--- config.mk ---
export PLATFORM = sky130hd
export DESIGN_NAME = quad_encoder_decoder
export DESIGN_NICKNAME = d
export VERILOG_FILES = /design/src/rtl/quad_encoder_decoder.sv
export SDC_FILE = /design/constraint.sdc
export NUM_CORES = 1
export LEC_CHECK = 0
export ABC_AREA = 1
export ABC_CLOCK_PERIOD_IN_PS = 3550
export CORE_UTILIZATION = 45
export CTS_CLUSTER_DIAMETER = 200
export DETAILED_ROUTE_END_ITERATION = 8
export PLACE_DENSITY = 0.65
export SETUP_SLACK_MARGIN = 0.4
export SYNTH_ARGS = -nofsm -noshare
export SYNTH_HDL_FRONTEND = slang
export SYNTH_SLANG_ARGS = --single-unit
--- constraint.sdc ---
create_clock -name i_Clk -period 3.55 [get_ports i_Clk]
set_clock_uncertainty 0.2 [all_clocks]
set_input_delay 0.71 -clock i_Clk [delete_from_list [all_inputs] [get_ports i_Clk]]
set_output_delay 0.71 -clock i_Clk [all_outputs]
set_load 0.01 [all_outputs]
--- src/rtl/quad_encoder_decoder.sv ---
// Quadrature encoder front end: 2-FF sync, per-channel run-length glitch
// filter, x4 decode into a wrapping position count, and a windowed speed
// sample with saturation.
module quad_encoder_decoder #(
  parameter int unsigned FILT_LEN   = 4,
  parameter int unsigned SAMPLE_DIV = 500000,
  parameter int unsigned POS_W      = 32,
  parameter int unsigned SPD_W      = 16
) (
  input  logic                    i_Clk,
  input  logic                    i_Rst_n,
  input  logic                    i_A,
  input  logic                    i_B,
  input  logic                    i_Clr,
  output logic signed [POS_W-1:0] o_Pos,
  output logic signed [SPD_W-1:0] o_Speed,
  output logic                    o_Speed_Valid,
  output logic                    o_Dir,
  output logic                    o_Err
);

  localparam int unsigned FC_W  = (FILT_LEN > 1) ? $clog2(FILT_LEN) : 1;
  localparam int unsigned WC_W  = $clog2(SAMPLE_DIV);
  localparam int unsigned ACC_W = SPD_W + 1;

  localparam logic signed [ACC_W-1:0] ACC_MAX = {1'b0, {SPD_W{1'b1}}};
  localparam logic signed [ACC_W-1:0] ACC_MIN = {1'b1, {SPD_W{1'b0}}};
  localparam logic signed [ACC_W-1:0] SPD_MAX = {2'b00, {(SPD_W-1){1'b1}}};
  localparam logic signed [ACC_W-1:0] SPD_MIN = {2'b11, {(SPD_W-1){1'b0}}};
  localparam logic signed [ACC_W-1:0] ACC_ONE = ACC_W'(1);

  typedef enum logic {ST_WAIT_INIT, ST_TRACK} state_t;

  state_t                  state, state_next;
  logic [1:0]              meta, sync, filt, prev;  // bit 1 = A, bit 0 = B
  logic [FC_W-1:0]         fcnt [2];
  logic [1:0]              diff;
  logic                    load_prev, step_up, step_dn, illegal;
  logic [WC_W-1:0]         win;
  logic signed [ACC_W-1:0] acc, acc_add, step_val;
  logic signed [SPD_W-1:0] spd_sat;

  // Position of a {A,B} level pair along the forward Gray sequence 00,10,11,01.
  function automatic logic [1:0] gray_idx(input logic [1:0] ab);
    case (ab)
      2'b00:   gray_idx = 2'd0;
      2'b10:   gray_idx = 2'd1;
      2'b11:   gray_idx = 2'd2;
      default: gray_idx = 2'd3;
    endcase
  endfunction

  // Two-stage synchroniser; the only place the raw encoder pins are sampled.
  always_ff @(posedge i_Clk or negedge i_Rst_n) begin
    if (!i_Rst_n) begin
      meta <= '0;
      sync <= '0;
    end else begin
      meta <= {i_A, i_B};
      sync <= meta;
    end
  end

  // Accept a new level only after FILT_LEN consecutive differing samples.
  always_ff @(posedge i_Clk or negedge i_Rst_n) begin
    if (!i_Rst_n) begin
      filt <= '0;
      for (int unsigned i = 0; i < 2; i++) fcnt[i] <= '0;
    end else begin
      for (int unsigned i = 0; i < 2; i++) begin
        if (sync[i] == filt[i]) begin
          fcnt[i] <= '0;
        end else if (fcnt[i] == FC_W'(FILT_LEN - 1)) begin
          filt[i] <= sync[i];
          fcnt[i] <= '0;
        end else begin
          fcnt[i] <= fcnt[i] + FC_W'(1);
        end
      end
    end
  end

  // Decoder state register and previous-level register.
  always_ff @(posedge i_Clk or negedge i_Rst_n) begin
    if (!i_Rst_n) begin
      state <= ST_WAIT_INIT;
      prev  <= '0;
    end else begin
      state <= state_next;
      if (load_prev) prev <= filt;
    end
  end

  // Step decode: Gray-index distance of 1 is +1, 3 is -1, 2 is illegal.
  always_comb begin
    state_next = state;
    load_prev  = 1'b0;
    step_up    = 1'b0;
    step_dn    = 1'b0;
    illegal    = 1'b0;
    diff       = gray_idx(filt) - gray_idx(prev);
    case (state)
      ST_WAIT_INIT: begin
        if (sync == filt) begin
          state_next = ST_TRACK;
          load_prev  = 1'b1;
        end
      end
      ST_TRACK: begin
        load_prev = 1'b1;
        case (diff)
          2'd1:    step_up = 1'b1;
          2'd3:    step_dn = 1'b1;
          2'd2:    illegal = 1'b1;
          default: ;
        endcase
      end
      default: state_next = ST_WAIT_INIT;
    endcase
  end

  // Saturating accumulator update and speed clamp to the output range.
  always_comb begin
    step_val = '0;
    if (step_up)      step_val = ACC_ONE;
    else if (step_dn) step_val = '1;
    acc_add = acc;
    if (step_up && acc != ACC_MAX)      acc_add = acc + ACC_ONE;
    else if (step_dn && acc != ACC_MIN) acc_add = acc - ACC_ONE;
    if (acc > SPD_MAX)      spd_sat = SPD_MAX[SPD_W-1:0];
    else if (acc < SPD_MIN) spd_sat = SPD_MIN[SPD_W-1:0];
    else                    spd_sat = acc[SPD_W-1:0];
  end

  // Position, direction, error and speed window; clear overrides steps and
  // the terminal count but leaves the filter/prev tracking untouched.
  always_ff @(posedge i_Clk or negedge i_Rst_n) begin
    if (!i_Rst_n) begin
      o_Pos         <= '0;
      o_Speed       <= '0;
      o_Speed_Valid <= 1'b0;
      o_Dir         <= 1'b0;
      o_Err         <= 1'b0;
      win           <= '0;
      acc           <= '0;
    end else begin
      o_Speed_Valid <= 1'b0;
      if (i_Clr) begin
        o_Pos <= '0;
        o_Err <= 1'b0;
        win   <= '0;
        acc   <= '0;
      end else begin
        if (step_up) begin
          o_Pos <= o_Pos + POS_W'(1);
          o_Dir <= 1'b1;
        end else if (step_dn) begin
          o_Pos <= o_Pos - POS_W'(1);
          o_Dir <= 1'b0;
        end
        if (illegal) o_Err <= 1'b1;
        if (win == WC_W'(SAMPLE_DIV - 1)) begin
          o_Speed       <= spd_sat;
          o_Speed_Valid <= 1'b1;
          win           <= '0;
          acc           <= step_val;
        end else begin
          win <= win + WC_W'(1);
          acc <= acc_add;
        end
      end
    end
  end

endmodule
==> impl_metrics.csv, run 1 <==
group,metric,value,unit
synth,async_reset_ff_frac,1.00,
cells_and_area,multiInputGateArea,5220,um^2
clocking,root_buffer,"clkbuf_16",
clocking,cts_tree,"built",
flow_run,maxCapViolCount,0,
synth,synth.largest_area_cell,"dfrtp_1",
worst_setup_path,cp_max_fo,6,
synth,synth_area_leaders,"dfrtp_1 34%, nand2_1 19%, ha_1 9.2%",
die,start_util,0.465,
worst_setup_path,critPathRequiredTime,3.61,ns
cells_and_area,n_fill_cell,1513,
worst_setup_path,slowest_delay,0.41,ns
die,ioPinCount,56,
synth,synth_top_family_by_area,"simple AND/OR/NAND/NOR gates",
die,die_x,131,um
die,die_h,131,um
sta,hold_violations,0,
place,io_buffers,55,
synth,synth-seq-cells,100,
clocking,cts_buffer_depth,2,
grt,grt_pass1_vias,6975,
sta,slew_violations,0,
run_status,run_status,"complete, no violations",
sta,finalSetupViolCount,0,
cells_and_area,layout-drive-gt1-share,0.184,
sta,timing.final.crit_share,0.913,
cells_and_area,area_growth,30.1,%
worst_setup_path,slowest_stage,"dfrtp_1",
worst_setup_path,startpoint,"prev[0]",
place,hpwl,15500,um
synth,yosysUniqueCellTypes,44,
die,std_cell_rows,46,
sta,tightest_slew,0.853,ns
synth,synth_edf_count,0,
grt,grt_usage,0.260,
grt,grt_pass1_wl,34400,um
route,wl,21500,um
synth,synthFlopType,"dfrtp_1",
synth,synth_compound_area_frac,0.125,
route,vias,7387,
synth,synth_xor_area_frac,0.0200,
clocking,clk_latency,0.36,ns
grt,antenna_found_initial,0,
cells_and_area,fin_nets,1243,
die,die_area,17100,um^2
synth,synth_simple_gate_area_frac,0.340,
min_path,hold_path.startpoint,"meta[0]",
clocking,cts_buffers,9,
synth,synthCells,1097,
sta,setup-tns-final,0,ns
synth,synth-seq-area-share,0.336,
clocking,hold_buffers,0,
synth,netlist.area_leader.share,0.336,
synth,synth_area_per_cell,6.79,um^2
route,drtIter0Drc,404,
sta,relSlewSlack,0.432,
worst_setup_path,crit_arrival,3.30,ns
synth,yosysWarnings,0,
clocking,cts.reportedPaths.clkPinSlew,0.07,ns
place,globalplace.congestion,0.911,
sta,rsz0062_at_grt,"true",
synth,synthMuxAreaShare,0,
route,wire_per_inst,15.3,um
worst_setup_path,crit_chain,"ha_4 > inv_2 > ha_4 > o21ai_2 > nand2_2 > nand2_2 > nand3_4 > buf_12 > nor2_4 > buf_12 > inv_8 > fa_2 > nand3_2 > nand2_2 > nand2_2 > nand2_4 > a21oi_2 > xor2_1 > nand2_1 > nand2_1 > nand2_1",
route,drt-pass1-iter-count,5,
cells_and_area,seq_area,2500,um^2
worst_setup_path,crit_type,"reg -> reg",
synth,syn_area,7450,um^2
die,coreArea,16000,um^2
worst_setup_path,critPathBufInv,4,
route,vias_per_cell,5.27,
sta,period_minus_slack,3.24,ns
worst_setup_path,critPathTopFamily,"simple AND/OR/NAND/NOR gates",
clocking,cts_max_level,3,
grt,gr-total-overflow,0,
route,ant_nets,0,
route,drc_errors,0,
worst_setup_path,timing.rr.start,"prev[0]",
synth,synth_nets,1159,
grt,grt_max_degree,64,
worst_setup_path,endpoint_kind,"flop",
sta,fmax,0.308,GHz
cells_and_area,antenna_cells,0,
min_path,hold_class,"reg -> reg",
worst_setup_path,path_common_cell,"nand2_2",
worst_setup_path,critPathLaunchType,"flop",
synth,synth-adder-area-share,0.0978,
clocking,cts_sinks,100,
==> kinds of logic (layout without fill, tap and decap cells) <==
| logic type | count (synthesis) | in the layout |
|---|---|---|
| compound gates | 172 | 172 |
| xor+xnor | 17 | 17 |
| fa+ha+maj | 57 | 57 |
| buf+inv | 155 | 244 |
| flops | 100 | 100 |
| simple gates | 596 | 596 |
==> cells in the mapped netlist, types with 3 or more instances <==
cell / instances
nand2_2: 4
clkbuf_1: 7
ha_1: 55
nor3_1: 16
nor2_4: 5
inv_2: 6
o31ai_1: 3
dfrtp_1: 100
nor2_1: 96
buf_2: 5
a21oi_1: 84
nand3_1: 71
nand4_1: 13
a21o_1: 3
o21ai_0: 64
xor2_1: 8
xnor2_1: 9
nand2_1: 370
o21bai_1: 6
nor4_1: 3
nand3b_1: 4
inv_1: 134
==> final cells by class <==
type,count,share of cell area
repair inverters,2,0.00207
flip-flops and latches,100,0.258
multi-input cells,842,0.539
well taps,216,0.0279
clock inverters,7,0.00620
clock buffers,9,0.0232
repair buffers,85,0.0878
inverters,141,0.0559
==> layout by cell type, fill, tap and decap left out, types with 11 or more instances in the layout <==
cell type / instances
nand3_1: 64
inv_2: 12
nor2_2: 18
o21ai_0: 49
dfrtp_1: 99
o21ai_1: 13
ha_4: 40
ha_1: 14
a21oi_2: 25
nor2_4: 11
buf_4: 26
nor3_1: 12
clkdlybuf4s50_1: 54
nand4_1: 13
inv_1: 127
nand2_1: 345
nand2_2: 27
nor2_1: 74
a21oi_1: 57
==> sequential cells by signal, summed over array words and instances (netlist names) <==
| signal | count |
|---|---|
| o_Pos | 32 |
| win | 19 |
| acc | 17 |
| state | 1 |
| o_Speed_Valid | 1 |
| o_Speed | 16 |
| o_Dir | 1 |
| sync | 2 |
| filt | 2 |
| meta | 2 |
| o_Err | 1 |
| fcnt | 4 |
| prev | 2 |
==> metrics by stage <==
stage / setup WS, ns / cells / utilization / area [um^2] / hold WS (ns)
6_report: 0.308 / 1402 / 0.606 / 9690 / 0.152
3_5_place_dp: 0.252 / 1368 / 0.530 / 8470 / 0.137
3_3_place_gp: 0.267 / 1368 / 0.530 / 8470 / 0.133
5_1_grt: 0.143 / 1402 / 0.606 / 9690 / 0.175
4_1_cts: 0.356 / 1396 / 0.574 / 9190 / 0.155
2_1_floorplan: 0.369 / 1097 / - / 7600 / 0.131
==> path summary, 6_finish.rpt <==
| path | to | slack (ns) | depth (start not counted) |
|---|---|---|---|
| worst min register to register | sync[0] | 0.15 | 0 |
| max in group asynchronous | filt[0] | 2.09 | 2 |
| worst max register to register | acc[10] | 0.31 | 21 |
| worst min-delay path | sync[0] | 0.15 | 0 |
| worst max-delay path | acc[10] | 0.31 | 21 |
| min in group asynchronous | o_Pos[2] | 0.25 | 1 |
==> repair_timing <==
action,CTS,global route
cloned,4,0
endpoints found under the hold margin,0,0
setup endpoints to repair,25,36
buffers inserted,8,6
resized for setup,54,103
pin swaps,17,27
==> layer usage <==
layer	vias to the layer above	GRT usage	part of all wire
met1	3432	0.346	0.45
met3	52	0.0285	0.043
met4	0	0.106	0.031
met5	-	0	0
li1	3726	-	-
met2	177	0.432	0.48
Power of run 1 is not shown: default switching activity piles up to over one toggle a cycle in this logic, so the estimate is an artifact.
==> run 2: changes to the inputs <==
--- a/config.mk
+++ b/config.mk
@@ -10,6 +10,7 @@
 export CORE_UTILIZATION = 45
 export CTS_CLUSTER_DIAMETER = 200
 export DETAILED_ROUTE_END_ITERATION = 8
+export GPL_ROUTABILITY_DRIVEN = 0
 export PLACE_DENSITY = 0.65
 export SETUP_SLACK_MARGIN = 0.4
 export SYNTH_ARGS = -nofsm -noshare
==> run 2 against run 1 <==
  * Wire length up 3.4%
  * Final cell count is 1.4% higher
  * Die area did not move
  * Non-clock buffer count rose by 21
  * Flip-flop and latch count unchanged
  * Critical path depth is 2 higher
  * Core utilization up 3.7 points
  * Sequential share of layout area shrank 1.5 points
  * First-iteration DRC count grew 31%
  * Maximum frequency grew 0.36%
  * Worst setup slack gained 0.011 ns
  * Design area increased by 6.1%
==> impl_metrics.csv, run 2 (synthesis results as in run 1) <==
group,metric,value,unit
worst_setup_path,endpoint_kind,"flop",
grt,grt_max_degree,55,
sta,fin_ws,0.319,ns
sta,setup-tns-final,0,ns
route,wl,22200,um
clocking,cts_sinks,100,
cells_and_area,layout-drive-gt1-share,0.265,
cells_and_area,area_growth,38.0,%
route,ant_nets,0,
grt,grt_usage,0.258,
clocking,cts_tree,"built",
sta,finalSetupViolCount,0,
die,coreArea,16000,um^2
sta,slew_violations,0,
clocking,cts.reportedPaths.clkPinSlew,0.08,ns
cells_and_area,top_regs,"o_Pos (32), win (19), acc (17)",
clocking,clk_latency,0.36,ns
worst_setup_path,crit_arrival,3.29,ns
worst_setup_path,crit_type,"reg -> reg",
sta,tightest_slew,0.741,ns
route,drtIter0Drc,529,
route,wire_per_inst,15.6,um
route,vias,7693,
cells_and_area,multiInputGateArea,5570,um^2
place,io_buffers,55,
cells_and_area,layout_common_cells,"304 x nand2_1, 121 x inv_1, 99 x dfrtp_1, 62 x nor2_1, 57 x nand3_1",
worst_setup_path,reg2reg_depth,23,
die,start_util,0.465,
sta,hold_violations,0,
die,die_h,131,um
route,vias_per_cell,5.41,
grt,antenna_found_initial,0,
sta,period_minus_slack,3.23,ns
worst_setup_path,critPathRequiredTime,3.61,ns
worst_setup_path,slowest_delay,0.38,ns
worst_setup_path,crit_chain,"ha_1 > inv_2 > ha_4 > inv_2 > nand2_2 > nand2_2 > nand2_2 > nand3_4 > buf_12 > buf_12 > buf_4 > ha_4 > nand2_2 > nor2_2 > nand2_1 > nand2_2 > nand2_1 > nand2_2 > nand3_1 > nand2_1 > nand2_1 > nand3_1 > nand2_1",
cells_and_area,n_fill_cell,1403,
grt,grt_pass1_vias,7031,
flow_run,maxCapViolCount,0,
clocking,root_buffer,"clkbuf_16",
die,die_x,131,um
die,ioPinCount,56,
grt,grt_pass1_wl,34200,um
sta,relSlewSlack,0.506,
die,std_cell_rows,46,
worst_setup_path,cp_max_fo,8,
sta,fmax,0.310,GHz
cells_and_area,regMostFlops,"o_Pos",
cells_and_area,fin_nets,1264,
grt,gr-total-overflow,0,
cells_and_area,final_common_cell,"nand2_1",
die,die_area,17100,um^2
cells_and_area,antenna_cells,0,
clocking,cts_max_level,3,
route,drc_errors,0,
place,place_ws,0.250,ns
cells_and_area,seq_area,2500,um^2
worst_setup_path,critPathTopFamily,"simple AND/OR/NAND/NOR gates",
worst_setup_path,cp_num_cells,23,
min_path,worstHoldPathCells,0,
clocking,cts_buffer_depth,2,
worst_setup_path,critPathLaunchType,"flop",
sta,timing.final.crit_share,0.910,
worst_setup_path,path_common_cell,"nand2_2",
worst_setup_path,slowest_stage,"dfrtp_1",
route,drt-pass1-iter-count,5,
sta,rsz0062_at_grt,"true",
clocking,cts_buffers,9,
cells_and_area,largest_reg_flops,32,
place,hpwl,15300,um
worst_setup_path,critPathBufInv,5,
run_status,run_status,"complete, no violations",
min_path,hold_class,"reg -> reg",
run 2: changes by cell type in the layout (fill, tap and decap cells not counted), moves of 7 or more:
cell / previous run / this run
nand2_1: 345 / 304
nand2_2: 27 / 52
nand2_4: 2 / 17
buf_4: 26 / 40
nor2_1: 74 / 62
o21ai_0: 49 / 39
o21ai_1: 13 / 23
a21oi_1: 57 / 48
a21oi_2: 25 / 33
nand3_1: 64 / 57
nand3_2: 8 / 15
run 2: final timing paths:
path                          from         to  slack, ns
max                        prev[0]  o_Pos[27]       0.32
min                        meta[1]    sync[1]       0.15
max reg2reg                prev[0]  o_Pos[27]       0.32
min reg2reg                meta[1]    sync[1]       0.15
max in group asynchronous  i_Rst_n  o_Pos[23]       2.19
min in group asynchronous  i_Rst_n  o_Pos[25]       0.22
run 2: worst register-to-register path, delay by kind of cell (launching register included):
family	cells	cell delay (ns)
adder cells (fa/ha/maj)	3	0.74
buffers and inverters	5	0.52
flip-flops	1	0.38
AND/OR/NAND/NOR	15	1.30
run 2: through the flow:
step           std cells   util  area (um^2)  hold WS (ns)
2_1_floorplan       1097      -         7600         0.131
3_3_place_gp        1365  0.529         8460         0.133
3_5_place_dp        1365  0.529         8460         0.136
4_1_cts             1395  0.574         9180         0.151
5_1_grt             1422  0.642        10300         0.153
6_report            1422  0.642        10300         0.149
run 2: metal layers:
layer | wire, um | track usage | share of wire
met2 | 10500 | 0.425 | 0.47
met1 | 9740 | 0.341 | 0.44
met3 | 1030 | 0.0334 | 0.046
met5 | 0 | 0 | 0
met4 | 896 | 0.112 | 0.040
run 2: what timing repair did:
item                                    in CTS  in global routing
gates resized for setup                     52                230
hold buffers                                 0                  0
buffers inserted                            11                 27
endpoints found under the setup margin      24                 36
gates cloned                                 4                  0
pin swaps                                   15                 63
run 2: final cells by class:
| class | instances | share of cell area |
|---|---|---|
| timing repair inverter | 2 | 0.00243 |
| clock buffer | 12 | 0.0250 |
| tap | 216 | 0.0263 |
| multi-input combinational | 842 | 0.542 |
| clock inverter | 3 | 0.00207 |
| timing repair buffer | 106 | 0.105 |
| inverter | 141 | 0.0534 |
| sequential | 100 | 0.244 |
Power of run 2 is left out for the same reason.
==> run 3: changes to the inputs <==
--- a/config.mk
+++ b/config.mk
@@ -12,7 +12,9 @@
 export DETAILED_ROUTE_END_ITERATION = 8
 export GPL_ROUTABILITY_DRIVEN = 0
 export PLACE_DENSITY = 0.65
+export REMOVE_ABC_BUFFERS = 1
 export SETUP_SLACK_MARGIN = 0.4
+export SKIP_LAST_GASP = 1
 export SYNTH_ARGS = -nofsm -noshare
 export SYNTH_HDL_FRONTEND = slang
 export SYNTH_SLANG_ARGS = --single-unit
==> constraint.sdc (replaced) <==
create_clock -name i_Clk -period 3.55 [get_ports i_Clk]
set_clock_uncertainty 0.2 [all_clocks]
set_input_delay 1.065 -clock i_Clk [delete_from_list [all_inputs] [get_ports i_Clk]]
set_output_delay 1.065 -clock i_Clk [all_outputs]
set_load 0.01 [all_outputs]
==> run 3 against run 2 <==
  * Maximum frequency down 0.62%
  * Worst setup slack worse by 0.020 ns
  * Via count fell by 2.1%
  * First-iteration DRC count up 4.7%
  * Global-route usage down 0.82 points
  * Worst hold slack got worse by 0.00073 ns
  * Flip-flop and latch count unchanged
  * Die area stayed put
  * Design area shrank 2.1%
  * Core utilization decreased by 1.4 points
  * Critical endpoint is now acc[10]
==> impl_metrics.csv, run 3 (synthesis results as in run 1) <==
group,metric,value,unit
place,io_buffers,55,
worst_setup_path,slowest_delay,0.42,ns
flow_run,maxCapViolCount,0,
route,drt-pass1-iter-count,5,
route,wire_per_inst,15.6,um
die,die_area,17100,um^2
clocking,root_buffer,"clkbuf_16",
worst_setup_path,slowest_stage,"dfrtp_1",
worst_setup_path,timing.rr.start,"filt[0]",
cells_and_area,antenna_cells,0,
worst_setup_path,critPathTopFamily,"simple AND/OR/NAND/NOR gates",
grt,grt_max_degree,83,
sta,slew_violations,0,
sta,rsz0062_at_grt,"true",
worst_setup_path,rr_endpoint,"acc[10]",
sta,relSlewSlack,0.599,
clocking,cts_buffer_depth,2,
sta,setup-tns-final,0,ns
worst_setup_path,endpoint_kind,"flop",
clocking,cts.reportedPaths.clkPinSlew,0.07,ns
worst_setup_path,reg2reg_depth,19,
route,wl,22000,um
sta,hold_violations,0,
cells_and_area,layout_common_cells,"315 x nand2_1, 123 x inv_1, 100 x dfrtp_1, 65 x nor2_1, 60 x nand3_1",
die,die_h,131,um
route,drc_errors,0,
cells_and_area,area_growth,35.1,%
worst_setup_path,worst-r2r-setup-slack,0.30,ns
grt,antenna_found_initial,0,
min_path,min_to,"sync[1]",
worst_setup_path,crit_chain,"buf_4 > ha_1 > o21ai_2 > nand2_2 > nand2_2 > nand3_4 > nor2_4 > buf_12 > inv_12 > fa_2 > nand3_2 > nand2_4 > nand2_4 > nand2_4 > a21oi_4 > xor2_1 > nand2_1 > nand2_1 > nand2_1",
min_path,hold_class,"reg -> reg",
cells_and_area,top_regs,"o_Pos (32), win (19), acc (17)",
cells_and_area,final_common_cell,"nand2_1",
grt,grt_pass1_wl,33000,um
worst_setup_path,critPathLaunchType,"flop",
grt,gr-total-overflow,0,
die,start_util,0.465,
worst_setup_path,crit_type,"reg -> reg",
cells_and_area,layout-drive-gt1-share,0.242,
cells_and_area,regMostFlops,"o_Pos",
worst_setup_path,critPathRequiredTime,3.61,ns
sta,period_minus_slack,3.25,ns
worst_setup_path,cp_max_fo,9,
grt,grt_usage,0.250,
die,coreArea,16000,um^2
route,drtIter0Drc,554,
cells_and_area,fin_nets,1253,
place,hpwl,14800,um
clocking,cts_buffers,9,
sta,finalSetupViolCount,0,
min_path,worstHoldPathCells,0,
run_status,run_status,"complete, no violations",
clocking,cts_tree,"built",
clocking,clk_latency,0.37,ns
min_path,hold_path.startpoint,"meta[1]",
cells_and_area,largest_reg_flops,32,
sta,tightest_slew,0.601,ns
worst_setup_path,crit_arrival,3.31,ns
route,vias_per_cell,5.33,
clocking,cts_sinks,100,
die,ioPinCount,56,
sta,fmax,0.308,GHz
die,die_x,131,um
die,std_cell_rows,46,
worst_setup_path,critPathBufInv,3,
clocking,cts_max_level,3,
sta,timing.final.crit_share,0.916,
route,ant_nets,0,
route,vias,7528,
grt,grt_pass1_vias,6823,
==> run 3: layout make-up <==
class	count	area, um^2
Sequential cell	100	2500
Fill cell	1378	5940
Clock inverter	6	52.6
Timing Repair inverter	1	8.76
Clock buffer	10	239
Tap cell	216	270
Inverter	141	552
Timing Repair Buffer	96	976
Multi-Input combinational cell	842	5460
==> run 3: worst reg2reg max path: stages, from the launching register on <==
cell     delay, ns
dfrtp_1       0.42
buf_4         0.16
ha_1          0.21
o21ai_2       0.18
nand2_2       0.08
nand2_2       0.10
nand3_4       0.17
nor2_4        0.21
buf_12        0.14
inv_12        0.05
fa_2          0.41
nand3_2       0.10
nand2_4       0.07
nand2_4       0.08
nand2_4       0.08
a21oi_4       0.16
xor2_1        0.16
nand2_1       0.07
nand2_1       0.06
nand2_1       0.05
==> run 3: timing repair <==
| action | CTS | global route |
|---|---|---|
| pin swaps | 12 | 59 |
| setup buffers | 8 | 16 |
| gates resized for setup | 69 | 204 |
| hold buffers | 0 | 0 |
| endpoints found under the setup margin | 35 | 39 |
| cloned | 1 | 3 |
==> run 3: how the worst max path moves through the flow <==
stage / from / to / slack (ns) / depth (start not counted)
floorplan: filt[1] / acc[12] / -0.17 / 17
global placement: filt[1] / acc[10] / 0.22 / 17
finish: filt[0] / acc[10] / 0.30 / 19
detailed placement: filt[1] / acc[10] / 0.11 / 17
CTS: filt[0] / o_Pos[25] / 0.38 / 18
global route: prev[0] / acc[15] / 0.15 / 22
==> run 3: metal layers <==
| metal | track usage | wire length, um | part of all wire |
|---|---|---|---|
| met1 | 0.317 | 9520 | 0.43 |
| met2 | 0.436 | 10900 | 0.50 |
| met3 | 0.0318 | 912 | 0.041 |
| met4 | 0.0899 | 637 | 0.029 |
| met5 | 0 | 0 | 0 |
==> run 3: metrics by stage <==
stage | hold WS [ns] | instances | util | setup WS, ns | area (um^2)
after global routing | 0.164 | 1412 | 0.629 | 0.155 | 10100
after detailed placement | 0.136 | 1368 | 0.520 | 0.110 | 8330
after floorplan | 0.131 | 1083 | - | -0.173 | 7380
final | 0.149 | 1412 | 0.629 | 0.299 | 10100
after CTS | 0.154 | 1393 | 0.567 | 0.379 | 9070
after global placement | 0.131 | 1368 | 0.520 | 0.221 | 8330
Power of run 3 is left out for the same reason.
==> patch 1 (settings of run 3) <==
Register the output `o_Speed` once more, cleared by the reset; this adds one clock of latency there. The other outputs are not delayed to match.
--- a/src/rtl/quad_encoder_decoder.sv
+++ b/src/rtl/quad_encoder_decoder.sv
@@ -31,4 +31,6 @@
 
   typedef enum logic {ST_WAIT_INIT, ST_TRACK} state_t;
+
+  logic signed [SPD_W-1:0] o_Speed_s0;
 
   state_t                  state, state_next;
@@ -138,5 +140,5 @@
     if (!i_Rst_n) begin
       o_Pos         <= '0;
-      o_Speed       <= '0;
+      o_Speed_s0    <= '0;
       o_Speed_Valid <= 1'b0;
       o_Dir         <= 1'b0;
@@ -161,5 +163,5 @@
         if (illegal) o_Err <= 1'b1;
         if (win == WC_W'(SAMPLE_DIV - 1)) begin
-          o_Speed       <= spd_sat;
+          o_Speed_s0    <= spd_sat;
           o_Speed_Valid <= 1'b1;
           win           <= '0;
@@ -173,3 +175,11 @@
   end
 
+  always_ff @(posedge i_Clk or negedge i_Rst_n) begin
+    if (!i_Rst_n) begin
+      o_Speed <= '0;
+    end else begin
+      o_Speed <= o_Speed_s0;
+    end
+  end
+
 endmodule
Function: no difference found for any inputs over 10 cycles, from zero or initial values and one cycle with i_Rst_n low; that may be too few to reach the edited logic, so the function may still have changed.
==> patch 1 against run 3 <==
Sequential share of layout area grew 1.4 points; global-route usage up 0.55 points; setup slack got worse by 0.0041 ns; design area up 9.7%; count of clock-buffer cells in the layout grew 8; fmax down 0.12%; cell count up 2.7%; sequential cell count grew 16; wire length is 8.2% higher; synthesized area grew 4.0%; critical path type unchanged; critical endpoint is now acc[12].
Power is not shown: default switching activity piles up to over one toggle a cycle in this logic, so the estimate is an artifact.
==> patch 1: results (changes against run 3) <==
{| class="wikitable"
! Metric !! Value
|-
| Met1 routing resource usage after global routing || 0.320 (+0.00231)
|-
| Normalized max-slew margin || 0.503 (-0.0954)
|-
| Layout fillers || 1342 (-2.6%)
|-
| Sequential element share of the synthesized area || 0.375 (+0.0387)
|-
| Number of vias after detailed routing || 7858 (+4.4%)
|-
| Detailed route wirelength on metal3 || 913 um (+0.11%)
|-
| Worst Path Arrival || 3.37 ns (+0.06 ns)
|-
| Routed length on met1 || 9940 um (+4.3%)
|-
| Reg2Reg Depth || 22 (+3)
|-
| Capturing instance or port of the critical path || acc[12]
|-
| Via count of the first global-routing pass || 7248 (+6.2%)
|-
| Met2 routing resource usage after global routing || 0.441 (+0.00552)
|-
| 1st-pass router iterations || 7 (+2)
|-
| Fraction of met3 tracks used by global routing || 0.0422 (+0.0105)
|-
| Most common library cells after synthesis || sky130_fd_sc_hd__nand2_1 (386), sky130_fd_sc_hd__inv_1 (133), sky130_fd_sc_hd__dfrtp_1 (116)
|-
| Status || finished, final reports clean
|-
| Share of synthesized cell area in full adder, half adder and majority cells || 0.0940 (-0.00379)
|-
| Total number of H-tree levels || 4 (+1)
|-
| Biggest area contributors in the synthesized netlist || sky130_fd_sc_hd__dfrtp_1 (37%), sky130_fd_sc_hd__nand2_1 (19%), sky130_fd_sc_hd__ha_1 (8.9%), sky130_fd_sc_hd__inv_1 (6.4%), sky130_fd_sc_hd__a21oi_1 (5.4%)
|-
| Ratio of cells with drive above 1 in the final layout || 0.270 (+0.0283)
|-
| Clock network latency to the later pin of the worst-skew pair || 0.42 ns (+0.05 ns)
|-
| NumNets Final || 1279 (+2.1%)
|-
| Detailed Place HPWL || 15000 um (+1.6%)
|-
| Worst min-delay path endpoint || sync[0]
|-
| Compound-cell area share of the yosys netlist || 0.114 (-0.0110)
|-
| Number of setup buffers added after CTS || 7 (-1)
|-
| Pin count of the biggest net entering global routing || 55 (-34%)
|-
| Number of distinct standard cells referenced by the synthesized netlist || 40 (-9.1%)
|}
-- patch 1: final cells by class --
type                            count  area (um^2)  area share
Multi-Input combinational cell    844         5630       0.510
Sequential cell                   116         2900       0.263
Timing Repair Buffer               97          978      0.0886
Inverter                          139          542      0.0491
Clock buffer                       18          429      0.0389
Tap cell                          220          275      0.0249
Clock inverter                     14          251      0.0228
Timing Repair inverter              2         25.0     0.00227
-- patch 1: through the flow --
step / instances / utilization / hold slack [ns] / area (um^2) / setup slack [ns]
after floorplan: 1099 / - / 0.131 / 7680 / -0.134
after global placement: 1388 / 0.517 / 0.136 / 8630 / 0.201
after detailed placement: 1388 / 0.517 / 0.137 / 8630 / 0.167
after CTS: 1431 / 0.603 / 0.151 / 10100 / 0.369
after global routing: 1450 / 0.661 / 0.159 / 11000 / 0.156
final: 1450 / 0.661 / 0.149 / 11000 / 0.295
==> patch 2 (settings of run 3) <==
Without the edit above. Change the parameter `SPD_W` from 16 to 14.
--- a/src/rtl/quad_encoder_decoder.sv
+++ b/src/rtl/quad_encoder_decoder.sv
@@ -6,5 +6,5 @@
   parameter int unsigned SAMPLE_DIV = 500000,
   parameter int unsigned POS_W      = 32,
-  parameter int unsigned SPD_W      = 16
+  parameter int unsigned SPD_W      = 14
 ) (
   input  logic                    i_Clk,
Ports: changed (resized o_Speed); port bits go from 56 to 54. The function was not compared with the original's and may differ.
==> patch 2 against run 3 <==
Count of clock-buffer cells in the layout is 1 lower; non-clock buffer count is 6 higher; design area is 0.75% lower; wire length is 1.0% lower; sequential cell count is 4 lower; core utilization hardly changed; synthesized cell count is 2.2% lower; highest routed layer unchanged; cell count is 1.3% lower; setup slack better by 0.00071 ns; critical endpoint is now o_Pos[24]; synthesized area is 2.0% lower.
Power is not shown: default switching activity piles up to over one toggle a cycle in this logic, so the estimate is an artifact.
==> patch 2: results (changes against run 3) <==
{| class="wikitable"
! Metric !! Value
|-
| Setup CP Type || reg2reg
|-
| Routed via count divided by cell count || 5.32 (-0.16%)
|-
| CTS Buffer Depth || 2 (unchanged)
|-
| Root cell of the clock tree || sky130_fd_sc_hd__clkbuf_16
|-
| Number of antenna violations at the first check in global routing || 0 (unchanged)
|-
| Biggest area contributors in the synthesized netlist || sky130_fd_sc_hd__dfrtp_1 (33%), sky130_fd_sc_hd__nand2_1 (18%), sky130_fd_sc_hd__ha_1 (10%), sky130_fd_sc_hd__inv_1 (7.1%), sky130_fd_sc_hd__nor2_1 (5.2%)
|-
| NumNets Final || 1239 (-1.1%)
|-
| Detailed Place HPWL || 15000 um (+1.0%)
|-
| Number of distinct standard cells referenced by the synthesized netlist || 42 (-4.5%)
|-
| Worst Path Arrival || 3.33 ns (+0.02 ns)
|-
| Yosys synthesis warning count || 0 (unchanged)
|-
| Via count of the first global-routing pass || 6731 (-1.3%)
|-
| Worst setup startpoint || prev[1]
|-
| Tot GR Track Use || 0.251 (+0.00132)
|-
| Internal reg-to-reg setup slack || 0.30 ns (about the same)
|-
| Largest registers || o_Pos: 32 flops, win: 19 flops, acc: 15 flops
|-
| Ant. Diodes || 0 (unchanged)
|-
| Number of cells traversed by the worst hold path || 0 (unchanged)
|-
| Clock network latency to the later pin of the worst-skew pair || 0.36 ns
|-
| Routed wirelength normalized by instance count || 15.6 um (+0.24%)
|-
| Sequential element share of the synthesized area || 0.329 (-0.00686)
|-
| Layout fillers || 1382 (+0.29%)
|-
| Violation count after the first detailed-route iteration || 467 (-16%)
|-
| Largest stage delay on the critical path || 0.39 ns (-0.03 ns)
|-
| Least-Margin Pin Slew || 0.683 ns (+0.0824 ns)
|-
| Start point of the worst min-delay path || meta[0]
|-
| Reg2Reg Depth || 23 (+4)
|-
| Worst min-delay path endpoint || sync[0]
|-
| Hold Path Class || reg2reg
|-
| Largest register by flop count || o_Pos
|-
| Clock buffer count from CTS || 9 (unchanged)
|-
| Total number of H-tree levels || 3 (unchanged)
|-
| 1st-pass router iterations || 5 (unchanged)
|-
| First-pass GRT wire length || 32800 um (-0.46%)
|-
| Slowest CP cell || sky130_fd_sc_hd__dfrtp_1
|-
| Most common library cells after synthesis || sky130_fd_sc_hd__nand2_1 (355), sky130_fd_sc_hd__inv_1 (138), sky130_fd_sc_hd__nor2_1 (102)
|-
| Max FO, Critical Path || 11 (+2)
|-
| Family with the most delay on the worst path || simple AND/OR/NAND/NOR gates
|-
| Ratio of cells with drive above 1 in the final layout || 0.245 (+0.00369)
|-
| Status || finished, final reports clean
|-
| Post-synthesis async set-or-reset flop share || 1.00 (unchanged)
|-
| Clock transition at the register clock pins on the worst setup and hold paths after CTS || 0.07 ns (about the same)
|-
| Count of input and output buffers || 53 (-3.6%)
|-
| Capturing instance or port of the critical path || o_Pos[24]
|-
| Pin count of the biggest net entering global routing || 53 (-36%)
|}
==> patch 2: timing repair <==
| item | CTS | global route |
|---|---|---|
| gates resized for setup | 88 | 183 |
| cloned | 0 | 3 |
| pin swaps | 11 | 54 |
| setup buffers | 7 | 25 |
| endpoints found under the setup margin | 38 | 38 |
==> patch 2: logic make-up (layout without fill, tap and decap cells) <==
family | count (synthesis) | count (layout) | share of synthesized area
adders and majority gates | 61 | 61 | 0.107
DFF | 96 | 96 | 0.329
buffers and inverters | 156 | 261 | 0.0837
xor gates and xnor gates | 18 | 18 | 0.0216
and+or+nand+nor | 585 | 585 | 0.340
AOI/OAI and AO/OA | 157 | 157 | 0.119
==> patch 2: through the flow <==
step | std cells | area, um^2 | setup slack, ns | hold WS [ns]
floorplan | 1060 | 7230 | -0.349 | 0.131
global placement | 1343 | 8150 | 0.0572 | 0.139
detailed placement | 1343 | 8150 | -0.0415 | 0.135
CTS | 1366 | 9040 | 0.388 | 0.152
global route | 1394 | 9980 | 0.0935 | 0.161
finish | 1394 | 9980 | 0.300 | 0.151
==> patch 2: area by class of cell <==
cell class	instances	area (um^2)	share of cell area
Multi-Input combinational cell	821	5480	0.549
Sequential cell	96	2400	0.241
Timing Repair Buffer	102	996	0.0997
Inverter	143	546	0.0546
Tap cell	216	270	0.0271
Clock buffer	9	225	0.0226
Clock inverter	7	65.1	0.00652
==> patch 2: per-layer routing <==
metal / global-route usage / vias up / wire length [um]
li1: - / 3671 / -
met4: 0.107 / 0 / 642
met5: 0 / - / 0
met3: 0.0248 / 53 / 891
met2: 0.418 / 234 / 10600
met1: 0.333 / 3462 / 9610
